<file path="src/rtl/memory_pkg.sv">
// Shared types and helpers for the byte-writable true dual-port buffer.
package memory_pkg;

    localparam int unsigned RDW_WRITE_FIRST = 0;
    localparam int unsigned RDW_READ_FIRST  = 1;

    // Widest word the lane-merge helper handles; callers zero-extend into it.
    localparam int unsigned MERGE_MAX_W = 256;
    localparam int unsigned MERGE_IDX_W = $clog2(MERGE_MAX_W);

    typedef enum logic {
        CLEAR,
        READY
    } mem_state_e;

    // Replace the lanes of old_word selected by be with the matching lanes of new_data.
    function automatic logic [MERGE_MAX_W-1:0] lane_merge(
        input logic [MERGE_MAX_W-1:0] old_word,
        input logic [MERGE_MAX_W-1:0] new_data,
        input logic [MERGE_MAX_W-1:0] be,
        input int unsigned            byte_w
    );
        logic [MERGE_MAX_W-1:0] w;
        for (int unsigned i = 0; i < MERGE_MAX_W; i++) begin
            w[MERGE_IDX_W'(i)] = be[MERGE_IDX_W'(i / byte_w)] ? new_data[MERGE_IDX_W'(i)]
                                                               : old_word[MERGE_IDX_W'(i)];
        end
        return w;
    endfunction

endpackage

</file>
<file path="src/rtl/memory_read_pipe.sv">
// Per-port read output stage: pass-through, one register, or two registers.
module memory_read_pipe #(
    parameter int unsigned DATA_WIDTH   = 32,
    parameter int unsigned READ_LATENCY = 1
) (
    input  logic                  CLK,
    input  logic                  flush,
    input  logic [DATA_WIDTH-1:0] rd_data,
    output logic [DATA_WIDTH-1:0] q
);

    generate
        if (READ_LATENCY == 0) begin : g_comb
            logic unused_ok;
            assign unused_ok = flush ^ CLK;
            assign q = rd_data;
        end else if (READ_LATENCY == 1) begin : g_one
            logic [DATA_WIDTH-1:0] s1_q;
            always_ff @(posedge CLK) begin
                if (flush) s1_q <= '0;
                else       s1_q <= rd_data;
            end
            assign q = s1_q;
        end else begin : g_two
            logic [DATA_WIDTH-1:0] s1_q;
            logic [DATA_WIDTH-1:0] s2_q;
            // Flush empties both stages so no stale word emerges after a clear.
            always_ff @(posedge CLK) begin
                if (flush) begin
                    s1_q <= '0;
                    s2_q <= '0;
                end else begin
                    s1_q <= rd_data;
                    s2_q <= s1_q;
                end
            end
            assign q = s2_q;
        end
    endgenerate

endmodule

</file>
<file path="src/rtl/memory_tdp_bytewise.sv">
// Single-clock true dual-port RAM with byte enables, selectable read latency,
// read-during-write policy, collision flag and a self-clearing sequencer.
module memory_tdp_bytewise
    import memory_pkg::*;
#(
    parameter int unsigned           DATA_WIDTH   = 32,
    parameter int unsigned           BYTE_WIDTH   = 8,
    parameter int unsigned           BUFFER_SIZE  = 8,
    parameter int unsigned           ADDR_SIZE    = $clog2(BUFFER_SIZE),
    parameter int unsigned           READ_LATENCY = 1,
    parameter int unsigned           RDW_MODE     = RDW_WRITE_FIRST,
    parameter logic [DATA_WIDTH-1:0] CLEAR_VALUE  = '0
) (
    input  logic                               CLK,
    input  logic                               RST,
    input  logic                               CLR,
    input  logic [ADDR_SIZE-1:0]               A1,
    input  logic                               WEN1,
    input  logic [DATA_WIDTH/BYTE_WIDTH-1:0]   BE1,
    input  logic [DATA_WIDTH-1:0]              D1,
    output logic [DATA_WIDTH-1:0]              Q1,
    input  logic [ADDR_SIZE-1:0]               A2,
    input  logic                               WEN2,
    input  logic [DATA_WIDTH/BYTE_WIDTH-1:0]   BE2,
    input  logic [DATA_WIDTH-1:0]              D2,
    output logic [DATA_WIDTH-1:0]              Q2,
    output logic                               BUSY,
    output logic                               COLLISION
);

    localparam int unsigned NB = DATA_WIDTH / BYTE_WIDTH;
    localparam logic [ADDR_SIZE-1:0] LAST_ADDR = ADDR_SIZE'(BUFFER_SIZE - 1);

    logic [DATA_WIDTH-1:0] mem [BUFFER_SIZE];

    mem_state_e           state_q, state_n;
    logic [ADDR_SIZE-1:0] cnt_q, cnt_n;
    logic                 busy_q;
    logic                 coll_q;

    logic                  ready_c;
    logic                  in1_c, in2_c;
    logic                  we1_c, we2_c;
    logic                  same_c;
    logic                  pipe_flush_c;
    logic [DATA_WIDTH-1:0] old1_c, old2_c;
    logic [DATA_WIDTH-1:0] new1_c, new2_c;
    logic [DATA_WIDTH-1:0] rd1_c, rd2_c;

    function automatic logic [DATA_WIDTH-1:0] merge_word(
        input logic [DATA_WIDTH-1:0] w,
        input logic [DATA_WIDTH-1:0] d,
        input logic [NB-1:0]         be
    );
        return DATA_WIDTH'(lane_merge(MERGE_MAX_W'(w), MERGE_MAX_W'(d), MERGE_MAX_W'(be),
                                      BYTE_WIDTH));
    endfunction

    // Sequencer state register
    always_ff @(posedge CLK) begin
        if (RST) begin
            state_q <= CLEAR;
            cnt_q   <= '0;
            busy_q  <= 1'b1;
        end else begin
            state_q <= state_n;
            cnt_q   <= cnt_n;
            busy_q  <= (state_n == CLEAR);
        end
    end

    // Sequencer next state: walk every word once, then serve the ports
    always_comb begin
        state_n = state_q;
        cnt_n   = cnt_q;
        case (state_q)
            CLEAR: begin
                if (cnt_q == LAST_ADDR) state_n = READY;
                else                    cnt_n   = cnt_q + ADDR_SIZE'(1);
            end
            READY: begin
                if (CLR) begin
                    state_n = CLEAR;
                    cnt_n   = '0;
                end
            end
            default: state_n = CLEAR;
        endcase
    end

    assign ready_c = (state_q == READY);
    assign in1_c   = 32'(A1) < BUFFER_SIZE;
    assign in2_c   = 32'(A2) < BUFFER_SIZE;
    assign we1_c   = WEN1 & in1_c & ready_c;
    assign we2_c   = WEN2 & in2_c & ready_c;
    assign same_c  = (A1 == A2);

    // Post-write word at each port address; port 1 merged last so it owns shared lanes
    always_comb begin
        old1_c = in1_c ? mem[A1] : '0;
        old2_c = in2_c ? mem[A2] : '0;
        new1_c = old1_c;
        new2_c = old2_c;
        if (we2_c && same_c) new1_c = merge_word(new1_c, D2, BE2);
        if (we1_c)           new1_c = merge_word(new1_c, D1, BE1);
        if (we2_c)           new2_c = merge_word(new2_c, D2, BE2);
        if (we1_c && same_c) new2_c = merge_word(new2_c, D1, BE1);
    end

    always_ff @(posedge CLK) begin
        if (!RST) begin
            if (state_q == CLEAR) begin
                mem[cnt_q] <= CLEAR_VALUE;
            end else begin
                if (we2_c) mem[A2] <= new2_c;
                if (we1_c) mem[A1] <= new1_c;
            end
        end
    end

    always_ff @(posedge CLK) begin
        if (RST) coll_q <= 1'b0;
        else     coll_q <= ready_c & WEN1 & WEN2 & same_c & (|(BE1 & BE2));
    end

    // Read source per latency and read-during-write policy
    always_comb begin
        if (READ_LATENCY == 0) begin
            rd1_c = ready_c ? old1_c : '0;
            rd2_c = ready_c ? old2_c : '0;
        end else if (RDW_MODE == RDW_READ_FIRST) begin
            rd1_c = old1_c;
            rd2_c = old2_c;
        end else begin
            rd1_c = new1_c;
            rd2_c = new2_c;
        end
    end

    assign pipe_flush_c = RST | (state_q == CLEAR) | (ready_c & CLR);

    memory_read_pipe #(
        .DATA_WIDTH  (DATA_WIDTH),
        .READ_LATENCY(READ_LATENCY)
    ) u_pipe1 (
        .CLK    (CLK),
        .flush  (pipe_flush_c),
        .rd_data(rd1_c),
        .q      (Q1)
    );

    memory_read_pipe #(
        .DATA_WIDTH  (DATA_WIDTH),
        .READ_LATENCY(READ_LATENCY)
    ) u_pipe2 (
        .CLK    (CLK),
        .flush  (pipe_flush_c),
        .rd_data(rd2_c),
        .q      (Q2)
    );

    assign BUSY      = busy_q;
    assign COLLISION = coll_q;

endmodule

</file>
<file path="config.mk">
export PLATFORM = sky130hd
export DESIGN_NAME = memory_tdp_bytewise
export DESIGN_NICKNAME = d
export VERILOG_FILES = /design/src/rtl/memory_pkg.sv /design/src/rtl/memory_read_pipe.sv /design/src/rtl/memory_tdp_bytewise.sv
export SDC_FILE = /design/constraint.sdc
export NUM_CORES = 1
export LEC_CHECK = 0
export CAP_MARGIN = 20
export CORE_UTILIZATION = 27
export DETAILED_ROUTE_END_ITERATION = 7
export RECOVER_POWER = 50
export SLEW_MARGIN = 20
export SYNTH_ARGS = -nofsm -noshare
export SYNTH_HDL_FRONTEND = slang
export SYNTH_SLANG_ARGS = --single-unit
</file>
<file path="constraint.sdc">
create_clock -name CLK -period 8.3 [get_ports CLK]
set_input_delay 2.075 -clock CLK [delete_from_list [all_inputs] [get_ports CLK]]
set_output_delay 2.075 -clock CLK [all_outputs]
set_load 0.02 [all_outputs]
</file>
==> flow_metrics.tcl <==
set metrics [dict create \
    outcome "finished with violations" \
    violations "capacitance limit, slew limit" \
    post-dp-hpwl_um 41340 \
    synthToLayoutAreaGrowth_pct 18.79 \
    core_area_sq_um 64460 \
    clk_path_buf_depth 3 \
    ys_warn_count 0 \
    worstPathRequired_ns 8.43 \
    async_flop_share_pct 0 \
    hold_buffers 0 \
    synth.distinct_cells 71 \
    nets 1555 \
    vdd_ir_drop_max_uv 123.9 \
    startpoint "WEN1" \
    min_from "cnt_q[0]$_SDFFE_PP0P_" \
    synth_edf_count 256 \
    r2r-start "ready_c$_SDFF_PP0_" \
    cts-root-buf "clkbuf_16" \
    htree_levels 2 \
    grt_pass1_wl_um 97550 \
    first_pass_iters 5 \
    layout_commonest_cell "edfxtp_1" \
    leakage_nw 7.352 \
    synth_area_per_cell_sq_um 12.79 \
    drc 0 \
    wl_per_cell_um 28.36 \
    dieHeight_um 257.4 \
    synth-seq-cells 326 \
    cellPowerDensity_nw_per_um2 190.8 \
    rsz0062_at_grt "no" \
    die-area_sq_um 66250 \
    layout_common_cells "256 x edfxtp_1, 224 x o22ai_1, 116 x nor2_1" \
    n_antenna_cell 0 \
    setup_viol 0 \
    period_needed_ns 6.665 \
    min_path_type "flop to flop" \
    fin_crit_sh_pct 80.30 \
    grt_pass1_vias 14481 \
    cts_buffers 41 \
    finalClockSkew_ns 0.01717 \
    post_cts_buffers 0 \
    syn-cell-area_sq_um 17610 \
    grt_usage_pct 19.83 \
    via_per_inst 5.919 \
    overflow 0 \
    max-cap-violations 14 \
    synth_fp_nets 1462 \
    cts_resized 0 \
    port_buffers 148 \
    drive_above_1_share_pct 16.05 \
    hold_violations 0 \
    finalSetupTns_ns 0 \
    crit_type "input pin to flop" \
    startpoint_type "input pin" \
    clk_latency_ns 0.58 \
    crit_arrival_ns 6.79 \
    maxSlewViolCount 331 \
    r2r_cells 5 \
    cts_tree "built" \
    final_core_util_pct 32.45 \
    wl_um 66840 \
    rrSetupSlack_ns 3.10 \
    grt_start_max_net_pins 72 \
    worstMarginPinSlew_ns 3.054 \
    num_rows 93 \
    gp_congestion 0.8547 \
    cp_max_fo 32 \
    routed-via-count 13951 \
    ant_nets 0 \
    min_to "cnt_q[0]$_SDFFE_PP0P_" \
    end_kind "flop" \
    io_pins 149 \
    clkTransAtPathRegs_ns 0.06 \
    max_slew_margin_pct -105.0 \
    die-width_um 257.4 \
    drtIter0Drc 1513 \
    synth-seq-area-share_pct 51.61 \
    start_util_pct 27.32 \
    syn-instance-count 1377 \
    synth-main-ff-cell "edfxtp_1" \
    r2r_end "mem[1][18]$_DFFE_PP_" \
    timing.fmax_mhz 150.0 \
    cts_sinks 326 \
    worstHoldPathCells 2 \
    antenna_found_initial 1 \
]
## how the worst max path moves through the flow
stage                           endpoint  slack [ns]  depth (start not counted)
finish              mem[1][18]$_DFFE_PP_        1.64                          6
global route        mem[0][26]$_DFFE_PP_        1.62                          5
CTS                 mem[0][10]$_DFFE_PP_        3.09                          6
detailed placement  mem[0][10]$_DFFE_PP_        2.51                          6
global placement    mem[3][11]$_DFFE_PP_        2.54                          6
floorplan            mem[0][0]$_DFFE_PP_        2.51                          6
## cell type report
| cell class | instances | area, sq um |
|---|---|---|
| fillers | 6481 | 43550 |
| flip-flops and latches | 326 | 9089 |
| multi-input cells | 911 | 7721 |
| repair buffers | 183 | 1702 |
| clock buffers | 50 | 1070 |
| well taps | 855 | 1070 |
| clock inverters | 25 | 241.5 |
| inverters | 7 | 26.28 |
## synth_stat cells (all sizes together) (2+ instances only)
| cell type | instances | area, sq um |
|---|---|---|
| edfxtp | 256 | 7687 |
| buf | 62 | 354.1 |
| o21ai | 34 | 181.4 |
| nand3 | 23 | 120.1 |
| o22ai | 224 | 1401 |
| and2 | 7 | 43.79 |
| ha | 2 | 25.02 |
| and4 | 3 | 26.28 |
| or4 | 4 | 33.78 |
| inv | 6 | 22.52 |
| mux4 | 94 | 2117 |
| nand2b | 18 | 112.6 |
| a2bb2oi | 10 | 183.9 |
| a32oi | 10 | 87.58 |
| o21a | 13 | 97.59 |
| a31oi | 7 | 43.79 |
| xor2 | 3 | 26.28 |
| nor3b | 4 | 35.03 |
| nand3b | 3 | 22.52 |
| nor2b | 12 | 75.07 |
| mux2 | 11 | 123.9 |
| clkbuf | 71 | 266.5 |
| o31ai | 2 | 15.01 |
| nor3 | 4 | 20.02 |
| o211ai | 9 | 81.33 |
| a211oi | 42 | 315.3 |
| a211o | 2 | 17.52 |
| mux2i | 109 | 1091 |
| dfxtp | 70 | 1401 |
| and3b | 3 | 26.28 |
| a21oi | 38 | 276.5 |
| or3 | 4 | 30.03 |
| o22a | 2 | 17.52 |
| and3 | 5 | 31.28 |
| a22oi | 21 | 284.0 |
| nand2 | 45 | 168.9 |
| a221oi | 5 | 43.79 |
| nor2 | 117 | 444.2 |
| nor4 | 8 | 137.6 |
## power by group
| group | switching (mW) | internal (mW) | total [mW] |
|---|---|---|---|
| combinational | 0.260 | 0.160 | 0.420 |
| sequential | 0.0150 | 1.78 | 1.79 |
| clock | 0.755 | 1.02 | 1.78 |
## critical path: stages
cell           delay [ns]
dlygate4sd3_1        0.86
nor4bb_1             0.74
nand2_1              0.19
clkbuf_1             0.65
o21ai_4              0.20
clkbuf_1             2.04
## registers in the layout, summed over array words and instances, names as in the netlist
| signal | flops |
|---|---|
| COLLISION | 1 |
| ready_c | 1 |
| BUSY | 1 |
| mem | 256 |
| cnt_q | 3 |
| u_pipe1.q | 32 |
| u_pipe2.q | 32 |
## metrics by stage
step / cell area (sq um) / hold WS (ns) / setup WS, ns / cells / power (mW)
after detailed placement: 19910 / 0.5616 / 2.507 / 2281 / 2.253
after CTS: 21220 / 0.5725 / 3.090 / 2356 / 4.016
final: 20920 / 0.5702 / 1.635 / 2357 / 3.992
after floorplan: 17610 / 0.5228 / 2.506 / 1377 / 2.093
after global placement: 19900 / 0.5484 / 2.543 / 2281 / 2.248
after global routing: 20920 / 0.6101 / 1.616 / 2357 / 4.099
## routing by layer
layer / track usage [%] / wire [um]
met1: 24.41 / 25210
met2: 32.79 / 31790
met3: 4.955 / 6946
met4: 8.629 / 2885
met5: 0 / 13
## kinds of logic (layout without fill, tap and decap cells)
| family | count (synthesis) | after routing | share of synthesized area (%) |
|---|---|---|---|
| adder cells (fa/ha/maj) | 2 | 2 | 0.1421 |
| XOR/XNOR | 3 | 3 | 0.1492 |
| multiplexers | 214 | 214 | 18.92 |
| buffers and inverters | 140 | 265 | 3.673 |
| AND/OR/NAND/NOR | 263 | 263 | 7.702 |
| AO/OA/AOI/OAI | 429 | 429 | 17.80 |
| flip-flops | 326 | 326 | 51.61 |
(Power assumes the default switching activity.)
==> patch, RTL diff (config.mk and constraints unchanged) <==
`READ_LATENCY` is set to 1 in 2 places; all go to 0.
--- a/src/rtl/memory_read_pipe.sv
+++ b/src/rtl/memory_read_pipe.sv
@@ -2,5 +2,5 @@
 module memory_read_pipe #(
     parameter int unsigned DATA_WIDTH   = 32,
-    parameter int unsigned READ_LATENCY = 1
+    parameter int unsigned READ_LATENCY = 0
 ) (
     input  logic                  CLK,
--- a/src/rtl/memory_tdp_bytewise.sv
+++ b/src/rtl/memory_tdp_bytewise.sv
@@ -8,5 +8,5 @@
     parameter int unsigned           BUFFER_SIZE  = 8,
     parameter int unsigned           ADDR_SIZE    = $clog2(BUFFER_SIZE),
-    parameter int unsigned           READ_LATENCY = 1,
+    parameter int unsigned           READ_LATENCY = 0,
     parameter int unsigned           RDW_MODE     = RDW_WRITE_FIRST,
     parameter logic [DATA_WIDTH-1:0] CLEAR_VALUE  = '0
Behaviour: not the same (Yosys sat finds a counterexample within 10 cycles, from zero or initial values and one cycle with RST high).
==> patch against the original RTL <==
  * The flow still finishes with violations (max-capacitance violations, max-slew violations)
  * Clock power shrank 21%
  * Largest cell class is now multi-input combinational cells
  * Total power decreased by 17%
  * Setup slack worse by 860 ps
  * Design area is 0.34% lower
  * Routed wire length barely moved
  * Fmax is 11% lower
  * Largest power group unchanged
  * Sequential cell count shrank 64
  * Synthesized area rose by 0.48%
  * First-iteration DRC count down 2.8%
==> patch: results (changes against the original RTL) <==
| Metric | Value |
|---|---|
| Post-Synth XOR/XNOR Area | `0.00297 (+0.00148)` |
| CTS buffer count | `30 (-27%)` |
| CP max-delay cell | `o21ai_0` |
| Worst-case clock buffer depth | `3 (unchanged)` |
| DRT Pass-1 Iters | `7 (+2)` |
| Die area | `0.0666 mm^2 (+0.47%)` |
| Compound-Gate Fraction of Synth Area | `0.153 (-0.0252)` |
| Leak | `8.50 nW (+16%)` |
| Worst reg2reg path depth | `7 (+2)` |
| Clk_skew | `27.7 ps (+10.6 ps)` |
| Initial DRC Count | `1470 (-2.8%)` |
| Status | `complete, but fails checks` |
| First-pass GRT wire length | `96400 um (-1.2%)` |
| Synth area leaders | `edfxtp_1 (43%), mux2i_1 (13%), mux4_2 (10%), a22oi_1 (5.0%), nor2_1 (3.6%)` |
| Initial antenna violation count | `2 (+1)` |
| Gpl congestion | `0.851 (-0.48%)` |
| Post-synthesis sequential area ratio | `0.441 (-0.0749)` |
| Synth Area in Adders | `0.00141 (-0.00000673)` |
| Htree depth | `1 (-1)` |
| RR Endpoint | `mem[4][13]$_DFFE_PP_` |
| Hold EP | `cnt_q[2]$_SDFFE_PP0P_` |
| Critical Path Max Stage Delay | `2930 ps (+890 ps)` |
| Crit path arrival time | `7720 ps (+930 ps)` |
| Setup crit end | `mem[4][13]$_DFFE_PP_` |
| Peak supply drop | `0.000125 V (+0.51%)` |
| Largest net degree at the start of global routing | `52 (-28%)` |
| Number of synthesized flops with an enable pin | `256 (unchanged)` |
| Share of cells above drive strength 1 | `0.166 (+0.00568)` |
| Layout Nets | `1632 (+5.0%)` |
| Yosys cell types | `81 (+14%)` |
| Most frequent cells after synthesis | `edfxtp_1 (256), mux2i_1 (224), nor2_1 (168)` |
| Post_cts resized | `0 (unchanged)` |
| R2R Setup Slk | `2500 ps (-600 ps)` |
| DP Area | `0.0201 mm^2 (+0.82%)` |
| Syn Nets | `1540 (+5.3%)` |
| Fin. max-slew vios | `240 (-27%)` |
| Hold Crit Class | `reg -> reg` |
| Total number of vias | `14000 (+0.29%)` |
| WL final | `66800 um (about the same)` |
| Max cap viols | `11 (-3)` |
| Failing checks | `max-capacitance violations, max-slew violations` |
| Worst Hold Launch | `cnt_q[2]$_SDFFE_PP0P_` |
| Mux cell area share after synthesis | `0.247 (+0.0578)` |
| GRT Total Usage | `0.195 (-0.00278)` |
| Critical path startpoint | `WEN2` |
| Slew @ Worst Pin | `4180 ps (+1120 ps)` |
| Detailed placement HPWL | `42600 um (+3.1%)` |
| Crit Path Max Fanout | `18 (-44%)` |
| Reg2reg start | `ready_c$_SDFF_PP0_` |
-- patch: area by class of cell --
class / instances / area, um^2
multi-input combinational: 1048 / 9110
clock inverter: 19 / 226
clock buffer: 37 / 798
fill: 6437 / 43700
sequential: 262 / 7810
tap: 855 / 1070
inverter: 14 / 52.6
timing repair buffer: 191 / 1780
-- patch: power by group --
| part | internal [mW] | leakage (nW) | switching, mW |
|---|---|---|---|
| registers | 1.47 | 2.61 | 0.0158 |
| logic | 0.153 | 5.39 | 0.250 |
| clock network | 0.837 | 0.500 | 0.573 |
| total | 2.46 | 8.50 | 0.839 |
-- patch: metal layers --
| metal | routed length [um] | part of all wire | global-route usage | vias to the layer above |
|---|---|---|---|---|
| met5 | 31 | 0.00046 | 0 | - |
| met2 | 31200 | 0.47 | 0.321 | 834 |
| li1 | - | - | - | 5941 |
| met1 | 26700 | 0.40 | 0.252 | 7070 |
| met3 | 6000 | 0.090 | 0.0351 | 142 |
| met4 | 2790 | 0.042 | 0.0842 | 4 |
-- patch: per-stage QoR --
step           setup WS, ps  instances  hold WS [ps]   util
2_1_floorplan          2300       1455           513      -
3_3_place_gp           1360       2368           543  0.311
3_5_place_dp           1300       2369           570  0.311
4_1_cts                1280       2425           590  0.327
5_1_grt                 738       2426           630  0.323
6_report                774       2426           590  0.323
-- patch: worst max-delay path, delay by kind of cell --
kind            cells  cell delay [ps]
buf+inv             2             2020
compound gates      1             2930
simple gates        4              680
-- patch: cell families after synthesis --
family | Yosys count
XOR/XNOR | 6
AO/OA/AOI/OAI | 314
buffers and inverters | 145
adder cells (fa/ha/maj) | 2
flip-flops | 262
AND/OR/NAND/NOR | 394
multiplexers | 332
